File: config.mk
export PLATFORM = sky130hd
export DESIGN_NAME = merger_tree
export DESIGN_NICKNAME = d
export VERILOG_FILES = /design/src/rtl/merger_tree_pkg.sv /design/src/rtl/merger_node.sv /design/src/rtl/merger_tree.sv
export SDC_FILE = /design/constraint.sdc
export NUM_CORES = 1
export LEC_CHECK = 0
export BUFFER_PORTS_ARGS = -buffer_cell sky130_fd_sc_hd__buf_2
export CAP_MARGIN = 20
export CORE_ASPECT_RATIO = 2
export CORE_UTILIZATION = 35
export DETAILED_ROUTE_END_ITERATION = 12
export GPL_TIMING_DRIVEN = 0
export PLACE_DENSITY = 0.62
export SETUP_SLACK_MARGIN = 0.05
export SLEW_MARGIN = 25
export SYNTH_ARGS = -nofsm -noshare
export SYNTH_HDL_FRONTEND = slang
export SYNTH_SLANG_ARGS = --single-unit
File: constraint.sdc
create_clock -name clk -period 3.37 [get_ports clk]
set_input_delay 0.674 -clock clk [delete_from_list [all_inputs] [get_ports clk]]
set_output_delay 0.674 -clock clk [all_outputs]
set_load 0.01 [all_outputs]
File: src/rtl/merger_tree_pkg.sv
// Shared helpers for the N-input sorted merge tree: key extraction and
// elaboration-time parameter legality checks.
package merger_tree_pkg;

    localparam int MAX_INPUTS = 32;
    localparam int MAX_WORD_W = 64;

    // Extracts the unsigned key field [msb:lsb] from a word of up to 64 bits.
    function automatic logic [31:0] key_of(
        input logic [63:0] word,
        input int          msb,
        input int          lsb
    );
        logic [63:0] shifted;
        logic [63:0] mask;
        shifted = word >> lsb;
        mask    = (64'd1 << (msb - lsb + 1)) - 64'd1;
        return 32'(shifted & mask);
    endfunction

    function automatic bit is_pow2(input int n);
        return (n >= 2) && ((n & (n - 1)) == 0);
    endfunction

    function automatic bit params_ok(
        input int data_width,
        input int active_msb,
        input int active_lsb,
        input int n_inputs
    );
        return is_pow2(n_inputs)
            && (n_inputs <= MAX_INPUTS)
            && (active_lsb >= 0)
            && (active_lsb <= active_msb)
            && (active_msb < data_width)
            && (active_msb - active_lsb < 32)
            && (data_width + $clog2(n_inputs) <= MAX_WORD_W);
    endfunction

endpackage

File: src/rtl/merger_node.sv
// Two-input sorted merge stage with one registered output word. The word with
// the smaller key wins; ties go to input A, which always carries lower channels.
module merger_node
    import merger_tree_pkg::*;
#(
    parameter int W       = 15,
    parameter int KEY_MSB = 11,
    parameter int KEY_LSB = 6
) (
    input  logic         clk,
    input  logic         reset,
    input  logic         en,
    input  logic [W-1:0] a_data,
    input  logic         a_valid,
    input  logic [W-1:0] b_data,
    input  logic         b_valid,
    input  logic         read,
    output logic         pop_a,
    output logic         pop_b,
    output logic [W-1:0] data,
    output logic         valid
);

    logic [W-1:0] data_r;
    logic         valid_r;
    logic [W-1:0] sel_data_s;
    logic         load_s;
    logic         a_wins_s;
    logic [31:0]  key_a_s;
    logic [31:0]  key_b_s;

    assign key_a_s = key_of(64'(a_data), KEY_MSB, KEY_LSB);
    assign key_b_s = key_of(64'(b_data), KEY_MSB, KEY_LSB);

    // Pick at most one input to pop when the register is free or being drained.
    always_comb begin
        load_s     = 1'b0;
        a_wins_s   = 1'b0;
        pop_a      = 1'b0;
        pop_b      = 1'b0;
        sel_data_s = a_data;
        if (en && (!valid_r || read)) begin
            load_s = 1'b1;
        end else begin
            load_s = 1'b0;
        end
        if (a_valid && (!b_valid || (key_a_s <= key_b_s))) begin
            a_wins_s = 1'b1;
        end else begin
            a_wins_s = 1'b0;
        end
        if (load_s && a_wins_s) begin
            pop_a      = 1'b1;
            sel_data_s = a_data;
        end else if (load_s && b_valid) begin
            pop_b      = 1'b1;
            sel_data_s = b_data;
        end else begin
            pop_a      = 1'b0;
            pop_b      = 1'b0;
            sel_data_s = a_data;
        end
    end

    // Output register: load the winner, or go empty once drained with nothing to take.
    always_ff @(posedge clk or negedge reset) begin
        if (!reset) begin
            data_r  <= '0;
            valid_r <= 1'b0;
        end else if (pop_a || pop_b) begin
            data_r  <= sel_data_s;
            valid_r <= 1'b1;
        end else if (load_s) begin
            data_r  <= data_r;
            valid_r <= 1'b0;
        end else begin
            data_r  <= data_r;
            valid_r <= valid_r;
        end
    end

    assign data  = data_r;
    assign valid = valid_r;

endmodule

File: src/rtl/merger_tree.sv
// Parametrised N-input sorted merge tree built from merger_node stages.
// Optional output word counter enabled by defining MERGER_TREE_COUNT_EN.
module merger_tree
    import merger_tree_pkg::*;
#(
    parameter int DATA_WIDTH = 12,
    parameter int ACTIVE_MSB = 11,
    parameter int ACTIVE_LSB = 6,
    parameter int N_INPUTS   = 8,
    parameter int IDX_W      = $clog2(N_INPUTS)
) (
    input  logic                           clk,
    input  logic                           reset,
    input  logic                           en,
    input  logic [N_INPUTS*DATA_WIDTH-1:0] inputs,
    input  logic [N_INPUTS-1:0]            valids,
    output logic [N_INPUTS-1:0]            outreads,
    input  logic                           inRead,
    output logic [DATA_WIDTH-1:0]          out,
    output logic                           vout,
    output logic [IDX_W-1:0]               input_index
`ifdef MERGER_TREE_COUNT_EN
    ,
    output logic [15:0]                    out_count
`endif
);

    localparam int LEVELS = $clog2(N_INPUTS);
    localparam int NODES  = N_INPUTS - 1;
    localparam int IW     = DATA_WIDTH + IDX_W;

    if (!params_ok(DATA_WIDTH, ACTIVE_MSB, ACTIVE_LSB, N_INPUTS) ||
        (IDX_W != $clog2(N_INPUTS))) begin : g_param_check
        $error("merger_tree: illegal parameter combination");
    end

    // Nodes are heap-indexed: node 0 is the root, children of j are 2j+1 (A) and 2j+2 (B).
    logic [IW-1:0]       node_data_s  [NODES];
    logic                node_valid_s [NODES];
    logic                node_read_s  [NODES];
    logic                pop_a_s      [NODES];
    logic                pop_b_s      [NODES];
    logic [N_INPUTS-1:0] pops_s;

    assign node_read_s[0] = inRead;

    for (genvar lvl = 0; lvl < LEVELS; lvl++) begin : g_level
        for (genvar m = 0; m < (1 << lvl); m++) begin : g_node
            localparam int J = (1 << lvl) - 1 + m;

            logic [IW-1:0] a_data_s;
            logic [IW-1:0] b_data_s;
            logic          a_valid_s;
            logic          b_valid_s;

            if (lvl == LEVELS - 1) begin : g_leaf
                // The channel number is attached here and rides above the payload to the root.
                assign a_data_s  = {IDX_W'(2 * m),
                                    inputs[(2 * m) * DATA_WIDTH +: DATA_WIDTH]};
                assign b_data_s  = {IDX_W'(2 * m + 1),
                                    inputs[(2 * m + 1) * DATA_WIDTH +: DATA_WIDTH]};
                assign a_valid_s = valids[2 * m];
                assign b_valid_s = valids[2 * m + 1];
                assign pops_s[2 * m]     = pop_a_s[J];
                assign pops_s[2 * m + 1] = pop_b_s[J];
            end else begin : g_inner
                assign a_data_s  = node_data_s[2 * J + 1];
                assign b_data_s  = node_data_s[2 * J + 2];
                assign a_valid_s = node_valid_s[2 * J + 1];
                assign b_valid_s = node_valid_s[2 * J + 2];
                assign node_read_s[2 * J + 1] = pop_a_s[J];
                assign node_read_s[2 * J + 2] = pop_b_s[J];
            end

            merger_node #(
                .W       (IW),
                .KEY_MSB (ACTIVE_MSB),
                .KEY_LSB (ACTIVE_LSB)
            ) u_node (
                .clk     (clk),
                .reset   (reset),
                .en      (en),
                .a_data  (a_data_s),
                .a_valid (a_valid_s),
                .b_data  (b_data_s),
                .b_valid (b_valid_s),
                .read    (node_read_s[J]),
                .pop_a   (pop_a_s[J]),
                .pop_b   (pop_b_s[J]),
                .data    (node_data_s[J]),
                .valid   (node_valid_s[J])
            );
        end
    end

    // Source pops are suppressed while reset is held so no word is lost on entry.
    always_comb begin
        outreads = '0;
        if (reset) begin
            outreads = pops_s;
        end else begin
            outreads = '0;
        end
    end

    assign out         = node_data_s[0][DATA_WIDTH-1:0];
    assign input_index = node_data_s[0][IW-1:DATA_WIDTH];
    assign vout        = node_valid_s[0];

`ifdef MERGER_TREE_COUNT_EN
    logic [15:0] count_r;

    // Counts words accepted downstream; wraps naturally at 16 bits.
    always_ff @(posedge clk or negedge reset) begin
        if (!reset) begin
            count_r <= 16'd0;
        end else if (en && vout && inRead) begin
            count_r <= count_r + 16'd1;
        end else begin
            count_r <= count_r;
        end
    end

    assign out_count = count_r;
`endif

endmodule

* After elaboration in Yosys (flattened, before gate mapping)
Cells that the tools add are included.
** Word-level totals
- Input port bits :: 108
- Word-level logic and storage cells :: 152
- Output and inout port bits :: 24
- Bits in registers :: 112
** Operators by class
- Order comparisons :: 7
- Reductions and logical operators :: 67
- Muxes and demuxes :: 64
** Operator list (count)
- 13-bit two-way mux :: 8
- 15-bit two-way mux :: 6
- 1-bit two-way mux :: 49
- 6-bit less-or-equal comparator :: 7
- 1-bit logical AND :: 28
- 1-bit logical OR :: 21
- 2-bit nonzero test :: 7
- 1-bit zero test :: 11
- 8-bit two-way mux :: 1

* Logic depth before layout (Yosys ltp)
- Depth in word-level cells :: 21
- Mapped depth :: 11
- Depth with buffers taken out :: 8

* Modules after synthesis
Synthesis repeated with hierarchy kept, for this count alone.
** Unflattened totals
- Cell total of the unflattened synthesis :: 577
- Area, all modules :: 7221.9 um^2
** By module, submodules not included
- merger_node :: cells each 81, seq. area each 400.4 um^2, area an instance 1023.5 um^2, instances 7
- merger_tree :: cells each 10, seq. area each 0.0 um^2, area an instance 57.6 um^2, instances 1

* Worst setup path before layout
Ideal clock, no wire load.
- Kind :: input -> output
- Start :: input inputs[22]
- End :: output outreads[1]
- Arrival :: 2306 ps
- Stages on the path :: 8
- Slack :: 390 ps
- Buffers on the path :: 1
- Data required time :: 2696 ps
- Cells stage by stage :: inv_1 > ha_1 > nand3_1 > o21ai_0 > a211oi_1 > nor2_1 > buf_2 > nor4b_1
** On the way
- Cells in the longest elaborated chain, start to end :: 7
** Ends and longest elaborated chain
- start: declaration :: line merger_tree.sv:15 : input logic [N_INPUTS*DATA_WIDTH-1:0] inputs,
- 6-bit less-or-equal comparator :: line merger_node.sv:47 : if (a_valid && (!b_valid || (key_a_s <= key_b_s))) begin
- 1-bit logical OR :: line merger_node.sv:47
- 1-bit logical AND :: line merger_node.sv:47
- 1-bit two-way mux :: line merger_node.sv:47
- 1-bit logical AND :: line merger_node.sv:52 : if (load_s && a_wins_s) begin
- 1-bit two-way mux :: line merger_node.sv:52
- 8-bit two-way mux :: line merger_tree.sv:99 : if (reset) begin
- end: declaration :: line merger_tree.sv:17 : output logic [N_INPUTS-1:0] outreads,
No other way between the ends.

* Final worst setup path
- Start :: register g_level[1].g_node[1].u_node.data_r[8]
- End :: output outreads[3]
** On the way
- Cells in the longest elaborated chain, start to end :: 19
- Elaborated cells on any way between the ends :: 21
- Classes of those cells :: 1 x order compare; 9 x mux; 11 x reduce/logical
** Ends and longest elaborated chain
- start: declaration :: line merger_node.sv:24 : logic [W-1:0] data_r;
- start signal: assignment :: line merger_node.sv:71 : data_r <= sel_data_s;
- start signal: assignment :: line merger_node.sv:74 : data_r <= data_r;
- start signal: assignment :: line merger_node.sv:77 : data_r <= data_r;
- 6-bit less-or-equal comparator (*) :: line merger_node.sv:47
- 1-bit logical OR (*) :: line merger_node.sv:47
- 1-bit logical AND (*) :: line merger_node.sv:47
- 1-bit two-way mux (*) :: line merger_node.sv:47
- 1-bit logical AND (*) :: line merger_node.sv:52
- 1-bit two-way mux (*) :: line merger_node.sv:52
- 1-bit logical OR (*) :: line merger_node.sv:42 : if (en && (!valid_r || read)) begin
- 1-bit logical AND (*) :: line merger_node.sv:42
- [... 3 more ...]
- 1-bit two-way mux (*) :: line merger_node.sv:52
- 1-bit logical OR (*) :: line merger_node.sv:42
- 1-bit logical AND (*) :: line merger_node.sv:42
- 1-bit two-way mux (*) :: line merger_node.sv:42
- 1-bit logical AND :: line merger_node.sv:55 : end else if (load_s && b_valid) begin
- 1-bit two-way mux :: line merger_node.sv:55
- 1-bit two-way mux (*) :: line merger_node.sv:52
- 8-bit two-way mux (*) :: line merger_tree.sv:99
Every way passes the cells marked *; elsewhere a longest branch is shown, timed or not.

==> reports/results.txt <==
post-DP HPWL: 13.9 mm
via-per-instance ratio: 5.19
area grow syn2layout: 24.4%
detailed-route wire length: 17.1 mm
vias in the first global route: 5,212
outcome: finished clean
Mapped Cells: 596
Max VDD drop: 0.314 mV
Synth area leaders: dfrtp_1 (43%), ha_1 (8.5%), mux2i_1 (6.1%)
clk_skew: 0.00898 ns
I/O Buffers: 131
Leak Pwr: 3.79 nW
FF-to-FF path depth: 10
cts hold-fix bufs: 0
GRT Overall Usage: 0.195
CTS max path bufs: 2
n_diodes: 0
row count: 68
width of the die: 96.2 um
CP Max Fanout: 6
via count: 5,007
Reg clk slew, reported paths: 0.08 ns
router iterations before antenna repair: 4
Register Area: 2650 um^2
post-synthesis async set-or-reset flop share: 1.00
Final Critical Period: 3.21 ns
Worst Hold Class: input pin to asynchronous set/reset pin
Worst setup EP type: primary output
R2R Setup Slk: 0.40 ns
Die H: 190 um
Starting Density: 0.360
Power Density: 837 nW/um^2
hold_ws: 0.219 ns
Crit Path Class: flop to primary output
YS warnings: 0
Fillers: 1,707
initial antenna violation count: 0
Nets: 899
largest net degree at the start of global routing: 71
Top Ports: 132
number of routed nets with antenna violations: 0
number of distinct library cells after synthesis: 58
die area: 18,300 um^2
Pins Over Slew Limit: 0
Worst-Skew Late Latency: 0.35 ns
Slew headroom: 0.549
core footprint: 17,300 um^2
Worst R2R End: g_level[2].g_node[3].u_node.valid
gpl congestion: 0.864
CTS tree: yes
CP required: 2.70 ns
setup_tns: 0 ns
ratio of cells with drive above 1 in the final layout: 0.300
RR Startpoint: g_level[2].g_node[3].u_node.data[10]
MaxCap Viol Count: 0
Yosys top cell by area: dfrtp_1
utilization after layout: 0.447
Syn Area/Cell: 10.4 um^2
Root Buffer: clkbuf_16
Fmax: 311 MHz
first-pass GRT wire length: 26.3 mm
Power, Total: 0.00647 W
syn_nets: 746
Final Cycle Share: 0.953
area share of the largest cell type after synthesis: 0.427
H-Tree Depth: 3
clock sink count: 106
final hold violation count: 0
detailed-route wire length per cell: 17.8 um
CP arrival: 2.54 ns
Setup crit start kind: flop
final std cells w/o fill: 964
Syn Std Cell Area: 6210 um^2
post-synthesis sequential area ratio: 0.427
Slew @ Worst Pin: 0.659 ns
grt ovf: 0
unrepaired setup endpoints after global routing: yes
CTS buffer count: 9
Seq cells post-synth: 106
Post-synth EDFFs: 0
Residual DRC: 0
cell total after placement: 938
Synth Flop Type: dfrtp_1
Final Setup Violations: 0
drt initial violations: 153
multi-input logic area: 3380 um^2
metal layers:
layer,up-vias,track usage,routed length (um)
li1,2479,-,-
met1,2384,0.184,5890
met2,113,0.388,10100
met3,31,0.0235,422
met4,0,0.100,686
met5,-,0,0
final cells by class:
class / count / share of cell area
Buffer: 27 / 0.0196
Clock buffer: 9 / 0.0291
Sequential cell: 106 / 0.343
Tap cell: 210 / 0.0340
Multi-Input combinational cell: 401 / 0.437
Clock inverter: 7 / 0.00761
Inverter: 61 / 0.0296
Timing Repair Buffer: 143 / 0.0999
per-stage QoR:
step           setup WS [ns]  area, um^2
2_1_floorplan          0.390        6210
3_3_place_gp           -1.11        7130
3_5_place_dp          -0.110        7160
4_1_cts               0.0465        7570
5_1_grt               0.0150        7730
6_report               0.158        7730
power by group:
part | internal [W] | switching (W) | total (W) | leakage, nW
registers | 0.00185 | 0.000448 | 0.00230 | 1.28
logic | 0.00152 | 0.00163 | 0.00315 | 2.37
clock network | 0.000517 | 0.000505 | 0.00102 | 0.139
total | 0.00389 | 0.00258 | 0.00647 | 3.79
kinds of logic (layout without fill, tap and decap cells):
| family | after synthesis | after routing | share of synthesized area |
|---|---|---|---|
| buffers and inverters | 89 | 247 | 0.0608 |
| muxes | 62 | 62 | 0.105 |
| DFF | 106 | 106 | 0.427 |
| adders and majority gates | 42 | 42 | 0.0846 |
| AOI/OAI and AO/OA | 162 | 162 | 0.204 |
| and+or+nand+nor | 135 | 135 | 0.118 |
timing repair:
item | CTS | global route
buffers inserted | 5 | 6
gates cloned | 0 | 0
pin swaps | 2 | 12
endpoints found under the setup margin | 8 | 8
resized for setup | 15 | 19
worst max path at each step:
stage	startpoint	to	cells after the start
after global placement	reset	outreads[1]	4
after detailed placement	inputs[69]	outreads[5]	10
final	g_level[1].g_node[1].u_node.data[8]	outreads[3]	10
after global routing	g_level[1].g_node[1].u_node.data[9]	outreads[1]	9
after CTS	g_level[1].g_node[1].u_node.data[9]	outreads[5]	9
after floorplan	inputs[22]	outreads[1]	8
cell usage after synthesis (3+ instances only):
cell,n
nand3_1,13
nor2_1,18
o21ai_0,30
clkbuf_1,15
a21o_1,8
a221o_1,27
nand4_1,3
nand2_1,31
buf_6,4
a21oi_1,12
nor2b_1,22
nor3_1,4
a2bb2oi_1,12
ha_1,42
dfrtp_1,106
o2bb2ai_1,27
inv_1,61
nand3b_1,3
a211oi_1,3
mux2_2,22
and3_1,3
nand2b_1,3
o211ai_1,3
and2_1,23
buf_2,8
o21a_1,6
o22ai_1,14
mux2i_1,38
cell usage in the layout (no fill, tap or decap), types with 3 or more instances in the layout:
cell type,instances
inv_6,4
o21ai_0,30
nand3b_1,3
and2_1,23
a21o_1,8
buf_4,12
buf_2,136
mux2_2,22
nand2_1,31
nor2b_1,22
a21oi_1,10
nor2_1,15
clkbuf_1,14
o2bb2ai_1,27
mux2i_1,38
nand4_1,3
o22ai_1,14
buf_6,4
clkbuf_16,9
dfrtp_1,105
a221o_1,27
and3_1,3
inv_1,60
o211ai_1,3
nand3_1,12
nand2b_1,3
ha_4,3
ha_1,39
o21a_1,6
a2bb2oi_1,12
flip-flops by register name, indices dropped and copies added, names as in the netlist:
| register | flops |
|---|---|
| g_level.g_node.u_node.valid | 7 |
| g_level.g_node.u_node.data | 99 |
critical path, stage by stage, from the launching register on:
cell and delay, ns:
dfrtp_1 0.36, inv_1 0.07, ha_1 0.31, nand4_4 0.13, o21ba_4 0.26, o32ai_4 0.10
or2_1 0.25, buf_6 0.13, a31o_4 0.26, and3_1 0.18, buf_2 0.14
(Power assumes the default switching activity.)
